<file path="src/rtl/mem_arb_pkg.sv">
// mem_arb_pkg: shared types and defaults for the instruction/data RAM arbiter
package mem_arb_pkg;
  localparam int OWN_W = 2;
  localparam int ADDR_W_DEF = 32;
  localparam int DATA_W_DEF = 32;
  localparam int MAX_WAIT_DEF = 4;
  typedef enum logic [OWN_W-1:0] {OWN_IDLE, OWN_RD_I, OWN_RD_D} owner_t;
endpackage

</file>
<file path="src/rtl/mem_arb_age_cnt.sv">
// mem_arb_age_cnt: saturating count of consecutive I-port losses (exists only with STARVE_GUARD_EN)
//  clk, reset (async, active-low); inc: I lost to D this cycle; clr: I granted or not requesting;
//  sat: count reached MAX_WAIT, I-port must win next arbitration.
`ifdef STARVE_GUARD_EN
module mem_arb_age_cnt #(
  parameter int MAX_WAIT = 4
) (
  input  logic clk,
  input  logic reset,
  input  logic inc,
  input  logic clr,
  output logic sat
);
  localparam int CW = $clog2(MAX_WAIT + 1);
  logic [CW-1:0] cnt;
  assign sat = cnt == CW'(MAX_WAIT);
  always_ff @(posedge clk or negedge reset)
    if (!reset) cnt <= '0;
    else if (clr) cnt <= '0;
    else if (inc && !sat) cnt <= cnt + 1'b1;
endmodule
`endif

</file>
<file path="src/rtl/imem_dmem_arbiter.sv">
// imem_dmem_arbiter: shares one single-port sync RAM between fetch (I, read-only) and memory (D) stages
//  clk, reset (async, active-low)
//  I-port: i_req, i_addr -> i_gnt, i_stall, i_rvalid, i_rdata
//  D-port: d_req, d_we, d_addr, d_wdata -> d_gnt, d_rvalid, d_rdata
//  RAM:    mem_cs, mem_oe, mem_we, mem_addr, mem_din -> ; mem_dout <- (1-cycle read latency)
//  `STARVE_GUARD_EN: after MAX_WAIT consecutive losses the I-port wins one cycle over D.
module imem_dmem_arbiter
  import mem_arb_pkg::*;
#(
  parameter int ADDR_W = ADDR_W_DEF,
  parameter int DATA_W = DATA_W_DEF,
  parameter int MAX_WAIT = MAX_WAIT_DEF
) (
  input  logic              clk,
  input  logic              reset,
  input  logic              i_req,
  input  logic [ADDR_W-1:0] i_addr,
  output logic              i_gnt,
  output logic              i_rvalid,
  output logic [DATA_W-1:0] i_rdata,
  output logic              i_stall,
  input  logic              d_req,
  input  logic              d_we,
  input  logic [ADDR_W-1:0] d_addr,
  input  logic [DATA_W-1:0] d_wdata,
  output logic              d_gnt,
  output logic              d_rvalid,
  output logic [DATA_W-1:0] d_rdata,
  output logic              mem_cs,
  output logic              mem_oe,
  output logic              mem_we,
  output logic [ADDR_W-1:0] mem_addr,
  output logic [DATA_W-1:0] mem_din,
  input  logic [DATA_W-1:0] mem_dout
);
  owner_t owner;
  logic force_i;
  logic [DATA_W-1:0] i_hold, d_hold;
  if (MAX_WAIT < 1) begin : g_bad_max_wait
    $error("MAX_WAIT must be at least 1");
  end
`ifdef STARVE_GUARD_EN
  mem_arb_age_cnt #(.MAX_WAIT(MAX_WAIT)) u_age (
    .clk(clk),
    .reset(reset),
    .inc(i_req & d_req & ~i_gnt),
    .clr(~i_req | i_gnt),
    .sat(force_i)
  );
`else
  assign force_i = 1'b0;
`endif
  // Grants are gated by reset so the RAM sees no strobes while reset is held.
  assign d_gnt = reset & d_req & ~force_i;
  assign i_gnt = reset & i_req & (~d_req | force_i);
  assign i_stall = reset & i_req & ~i_gnt;
  assign mem_cs = i_gnt | d_gnt;
  assign mem_we = d_gnt & d_we;
  assign mem_oe = i_gnt | (d_gnt & ~d_we);
  assign mem_addr = i_gnt ? i_addr : d_gnt ? d_addr : '0;
  assign mem_din = mem_we ? d_wdata : '0;
  assign i_rvalid = owner == OWN_RD_I;
  assign d_rvalid = owner == OWN_RD_D;
  // Read data passes straight from the RAM in the return cycle and is held afterwards.
  assign i_rdata = i_rvalid ? mem_dout : i_hold;
  assign d_rdata = d_rvalid ? mem_dout : d_hold;
  always_ff @(posedge clk or negedge reset)
    if (!reset) begin
      owner <= OWN_IDLE;
      i_hold <= '0;
      d_hold <= '0;
    end else begin
      owner <= i_gnt ? OWN_RD_I : (d_gnt && !d_we) ? OWN_RD_D : OWN_IDLE;
      if (i_rvalid) i_hold <= mem_dout;
      if (d_rvalid) d_hold <= mem_dout;
    end
endmodule
</file>
<file path="config.mk">
export PLATFORM = sky130hd
export DESIGN_NAME = imem_dmem_arbiter
export DESIGN_NICKNAME = d
export VERILOG_FILES = /design/src/rtl/mem_arb_pkg.sv /design/src/rtl/mem_arb_age_cnt.sv /design/src/rtl/imem_dmem_arbiter.sv
export SDC_FILE = /design/constraint.sdc
export NUM_CORES = 1
export LEC_CHECK = 0
export ABC_AREA = 1
export CORE_AREA = 2 2 106 108
export CTS_CLUSTER_DIAMETER = 40
export DETAILED_ROUTE_END_ITERATION = 10
export DIE_AREA = 0 0 108 110
export MAX_ROUTING_LAYER = met4
export PLACE_DENSITY = 0.85
export SLEW_MARGIN = 40
export SYNTH_ARGS = -nofsm -noshare
export SYNTH_HDL_FRONTEND = slang
export SYNTH_SLANG_ARGS = --single-unit
</file>
<file path="constraint.sdc">
create_clock -name clk -period 3.3 [get_ports clk]
set_clock_uncertainty 0.15 [all_clocks]
set_input_delay 0.825 -clock clk [delete_from_list [all_inputs] [get_ports clk]]
set_output_delay 0.825 -clock clk [all_outputs]
set_load 0.1 [all_outputs]
</file>
==> results of run 1 <==
logic make-up (layout without fill, tap and decap cells):
| group | count (synthesis) | in the layout | share of synthesized area |
|---|---|---|---|
| buf+inv | 67 | 335 | 0.0997 |
| simple gates | 331 | 331 | 0.404 |
| compound gates | 1 | 1 | 0.00150 |
| flops | 66 | 66 | 0.495 |
worst max-delay path: stages:
cell	delay, ns
clkdlybuf4s50_1	0.53
nand2_2	0.11
inv_4	0.09
nand2_4	0.19
nor2_1	0.29
buf_12	0.21
power by group through the flow:
stage | clock, mW | combinational, mW | sequential (mW)
after floorplan | 0 | 1.64 | 1.00
after global placement | 0 | 2.77 | 1.00
after detailed placement | 0 | 2.81 | 1.02
after CTS | 0.777 | 2.82 | 1.00
after global routing | 0.816 | 2.89 | 1.01
final | 0.753 | 2.81 | 0.999
stage by stage:
step                std cells  utilization  setup TNS (ns)  worst slack (ns)
global route              873        0.727               0           0.00433
global placement          857        0.705               0             0.147
floorplan                 465            -           -7.70            -0.251
CTS                       873        0.726               0            0.0645
finish                    873        0.727               0            0.0478
detailed placement        857        0.705               0            0.0649
cell type report:
cell class,count,share of cell area
Sequential cell,66,0.212
Inverter,38,0.0187
Tap cell,140,0.0225
Clock inverter,6,0.0116
Multi-Input combinational cell,332,0.178
Timing Repair Buffer,281,0.539
Clock buffer,10,0.0177
registers in the layout (all words and copies together), names as in the netlist:
| name | count |
|---|---|
| d_hold | 32 |
| i_hold | 32 |
| owner | 2 |
cell usage after synthesis:
cell type  count  area (um2)
nand2_4        1        11.3
nor2_4         2        22.5
nand3_1        1        5.00
dfrtp_1       66        1650
nor2_1        34         128
nand2_1      260         976
nand2_2        1        6.26
inv_1         36         135
inv_4          1        6.26
buf_2          6        30.0
clkbuf_4       2        15.0
clkbuf_1       7        26.3
o21ai_0        1        5.00
buf_4         11        82.6
nand4_1       32         200
buf_6          3        33.8
clkinv_1       1        3.75
per-layer routing:
metal,vias to the layer above,track usage
li1,1936,-
met1,1917,0.247
met2,240,0.473
met3,54,0.0606
met4,0,0.119
met5,-,-
worst max path at each step:
stage / cells after the start / start / end
final: 6 / d_req / mem_din[10]
after global routing: 6 / d_req / mem_din[17]
after CTS: 6 / d_req / mem_din[10]
after detailed placement: 6 / d_req / mem_din[10]
after global placement: 6 / d_req / mem_din[24]
after floorplan: 6 / reset / mem_din[22]
layout by cell type (no fill, tap or decap):
cell	instances
nand2_1	251
buf_12	140
clkdlybuf4s50_1	131
dfrtp_1	66
inv_1	36
nor2_1	32
nand4_1	32
nand2_2	10
clkbuf_8	10
buf_4	9
nor2_4	2
nor2_2	2
clkinv_4	2
bufinv_16	2
inv_4	1
nand2_4	1
clkinv_1	1
nand3_1	1
o21ai_1	1
clkinv_2	1
clkinvlp_4	1
buf_6	1
==> impl_results.md, run 1 <==
* Internal power at 2.34 mW
* Cell row count at 38
* Critical path arrival at 2.28 ns
* Worst Hold Launch: d_hold[31]
* IO Count at approximately 270
* Via count at 4147
* Sequential Power Share at 0.219
* Post-synth net total at 598
* Flop-to-flop setup slack at 1.76 ns
* First-pass GRT wire length at 22000 um
* Switching Share at 0.486
* RR Startpoint: owner[0]
* Cell count of the worst reg-to-reg path at 5
* Post-Synthesis Cell Area at ~3300 um2
* Reg-to-Reg End: i_hold[15]
* Latest clock arrival within the worst-skew pair at between 0.3 and 0.4 ns
* RSZ-0062 raised after global routing: false
* Hold-fix buffers at CTS at 0
* NetSw at about 2.2 mW
* Total CTS buffers at 9
* Final GP Congestion at ~0.96
* Mapped Cells at 465
* DR pass1 iterations at 7
* H-tree Lvls at 3
* Netlist cell types at 17
* Final instance area at about 8000 um2
* Crit path kind: in2out
* Maximum vdd drop at 0.346 mV
* Final hold slack at 0.389 ns
* Starting Density at 0.312
* Initial DRC count at between 200 and 300
* Clock power frac at 0.165
* Seq. cell area at 1650 um2
* Crit-path max FO at 33
* Worst Hold Class: reg2reg
* Die Span Y at 110 um
* ANT nets after route at 0
* Ant diodes at 0
* Slew @ Worst Pin at 0.574 ns
* Layout area overhead at 133%
* Tcrit/Tclk final at 0.986
* Port-buffer cells at 268
* Largest net degree at the start of global routing at 65
* Initial antenna violation count at 0
* WL final at 14600 um
* Worst Hold Path EP: d_hold[31]
* Total Power at 4.56 mW
* Multi-input combinational cell area at 1380 um2
* # setup viols final at 0
* Clock sinks at 66
* Pwr dens at 586 nW/um2
* Fmax at 307 MHz
* Leakage Power at 3.81 nW
* DR WL/cell at about 17 um
* Clk Tree Root Cell: clkbuf_8
* Die area at roughly 12000 um2
* Met3 Wirelength at about 1000 um
* Status: completed
* Post-CTS Resized at 0
* Worst setup EP type: primary output
* Maximum buffer depth of the clock tree at 2
* Sequential area share after synthesis at 0.495
* Gate power share at 0.616
* Max_cap viols at 0
* Gr usage total at 0.253
* CP Launch Type: input pin
* CTS tree: yes
* Flops & latches, synth at 66
* Setup Buffers After CTS at 0
* Share of layout cells above drive strength 1 at 0.248
* Syn_area_per_cell at about 7.2 um2
* Placed Area at 7540 um2
* DRC Markers at 0
* Met1 Routed Length at roughly 4700 um
* Slew headroom at 0.617
* Core Box Area at about 11000 um2
* Max Transition Viols Final at 0
* Post-DP HPWL at between 10000 and 15000 um
* NumNets Final at 861
* WHS Path Cells at 2
* Met2 WL at 8160 um
* Top layer in use: met4
* Final worst path period need at 3.25 ns
* Grt ovf at 0
* CTS clock-pin slew for the worst setup and hold paths at around 0.06 ns
* Die Wd at between 100 and 150 um
* CP Data Required Time at 2.32 ns
* Via density at 4.75
* Layout fillers at 702
* YS warnings at 0
* Number of global-route vias before repair at roughly 4300
* Fin. Hold Viols at 0
No activity file was read; power rests on OpenSTA's default activity.
==> run 2, diff against run 1 <==
==> constraint.sdc (replaced) <==
create_clock -name clk -period 3.3 [get_ports clk]
set_clock_uncertainty 0.15 [all_clocks]
set_input_delay 0.495 -clock clk [delete_from_list [all_inputs] [get_ports clk]]
set_output_delay 0.495 -clock clk [all_outputs]
set_load 0.1 [all_outputs]
==> run 2 against run 1 <==
  * Sequential share of layout area grew 0.46 points
  * Final area down 2.1%
  * Utilization fell by 1.5 points
  * Setup slack better by 0.40 ns
  * Cell count fell by 0.57%
  * Count of clock-buffer cells in the layout is 1 higher
  * Sequential power decreased by 0.6%
  * Total power down 4.7%
  * Sequential cell count unchanged
  * Critical path type unchanged
  * Highest routed layer unchanged
==> impl_results.md, run 2 (synthesized netlist as in run 1, its figures left out) <==
* Gr usage total at 0.254 (+0.00156)
* CP Data Required Time at 2.65 ns (+0.33 ns)
* Fin. Hold Viols at 0 (unchanged)
* Initial DRC count at 235 (-20%)
* Die Wd at 108 um (unchanged)
* ANT nets after route at 0 (unchanged)
* Maximum vdd drop at 0.341 mV (-1.5%)
* DR pass1 iterations at 4 (-3)
* Pwr dens at 571 nW/um2 (-2.7%)
* DR WL/cell at 16.6 um (-0.43%)
* Crit-path max FO at 34 (+3.0%)
* CP max stage cell: clkdlybuf4s50_1
* Starting Density at 0.312 (unchanged)
* Total Power at 4.34 mW (-4.7%)
* Layout area overhead at 128%
* Setup Buffers After CTS at 0 (unchanged)
* NumNets Final at 858 (-0.35%)
* TNS Setup at 0 ns (unchanged)
* Largest net degree at the start of global routing at 61 (-6.2%)
* Crit path kind: in2out
* Crit path largest cell delay at 0.50 ns (-0.03 ns)
* Placed Area at 7410 um2 (-1.7%)
* Fmax at 351 MHz (+14%)
* Worst Hold Class: in2async
* Die Span Y at 110 um (unchanged)
* Slew @ Worst Pin at 0.720 ns (+0.146 ns)
* RSZ-0062 raised after global routing: false
* Via count at 4004 (-3.4%)
* Max_cap viols at 0 (unchanged)
* Die area at 11900 um2 (unchanged)
* Tcrit/Tclk final at 0.865 (-0.121)
* Status: completed
* Slew headroom at 0.520 (-0.0974)
* Final GP Congestion at 0.913 (-4.8%)
* Initial antenna violation count at 0 (unchanged)
* CTS clock-pin slew for the worst setup and hold paths at 0.06 ns (about the same)
* H-tree Lvls at 3 (unchanged)
* Number of global-route vias before repair at 4170 (-2.8%)
* Clk Tree Root Cell: clkbuf_8
* Port-buffer cells at 268 (unchanged)
* CP cell instances: clkdlybuf4s50_1 -> nand2_2 -> inv_4 -> nand2_4 -> nor2_1 -> buf_12
* Share of layout cells above drive strength 1 at 0.227 (-0.0216)
* IO Count at 269 (unchanged)
* Largest regs: d_hold: 32 flops, i_hold: 32 flops, owner: 2 flops
* Most frequent cells in the layout: nand2_1 (260), buf_12 (135), clkdlybuf4s50_1 (131)
* First-pass GRT wire length at 22100 um (+0.88%)
* Commonest non-fill, non-tap cell in the layout: nand2_1
* Cell row count at 38 (unchanged)
* # setup viols final at 0 (unchanged)
* Latest clock arrival within the worst-skew pair at 0.33 ns (about the same)
* CP Launch Type: input pin
* Worst setup EP type: primary output
* Core Box Area at 10700 um2 (unchanged)
* Grt ovf at 0 (unchanged)
* Total CTS buffers at 9 (unchanged)
* Critical path arrival at 2.21 ns (-0.07 ns)
* Hold-fix buffers at CTS at 0 (unchanged)
* DRC Markers at 0 (unchanged)
* Post-DP HPWL at 11600 um (-4.4%)
* Final worst path period need at 2.85 ns (-0.399 ns)
* Clock sinks at 66 (unchanged)
* Leakage Power at 3.76 nW (-1.4%)
* Via density at 4.61 (-2.9%)
* Post-CTS Resized at 0 (unchanged)
* Ant diodes at 0 (unchanged)
* WL final at 14500 um (-1.0%)
* CTS tree: yes
* Maximum buffer depth of the clock tree at 2 (unchanged)
* Final instance area at 7610 um2 (-2.1%)
* Max Transition Viols Final at 0 (unchanged)
==> run 2: cell type report <==
class / instances / area, um2
multi-input combinational: 332 / 1350
tap: 140 / 175
timing repair buffer: 278 / 4130
fill: 762 / 3090
sequential: 66 / 1650
clock inverter: 3 / 17.5
inverter: 38 / 145
clock buffer: 11 / 141
==> run 2: worst max-delay path, delay by kind of cell <==
family	cells	cell delay [ns]
and+or+nand+nor	3	0.70
buffers and inverters	3	0.99
==> run 2: layer usage <==
| metal | global-route usage | part of all wire |
|---|---|---|
| met5 | - | 0 |
| met4 | 0.114 | 0.041 |
| met3 | 0.0647 | 0.072 |
| met2 | 0.434 | 0.52 |
| met1 | 0.284 | 0.37 |
==> run 2: per-stage QoR <==
step | cells | worst slack [ns] | utilization | hold WS (ns)
after floorplan | 465 | 0.409 | - | 0.0494
after global placement | 852 | 0.487 | 0.693 | 0.366
after detailed placement | 852 | 0.412 | 0.693 | 0.371
after CTS | 866 | 0.405 | 0.708 | 0.0654
after global routing | 868 | 0.290 | 0.711 | 0.0824
final | 868 | 0.447 | 0.711 | 0.0817
==> run 2: where the power goes <==
group / switching (mW) / leakage, nW / internal [mW]
Sequential: 0.0382 / 0.811 / 0.955
Clock: 0.278 / 0.0810 / 0.282
Combinational: 1.86 / 2.87 / 0.932
==> run 2: final timing paths <==
| kind | end | slack [ns] | cells after the start | start |
|---|---|---|---|---|
| max | mem_din[11] | 0.45 | 6 | d_req |
| min | owner[1] | 0.08 | 2 | reset |
| max reg2reg | i_hold[7] | 1.44 | 5 | owner[1] |
| min reg2reg | d_hold[18] | 0.38 | 2 | d_hold[18] |
| max in group asynchronous | d_hold[25] | 1.84 | 3 | reset |
| min in group clk | owner[1] | 0.36 | 3 | reset |
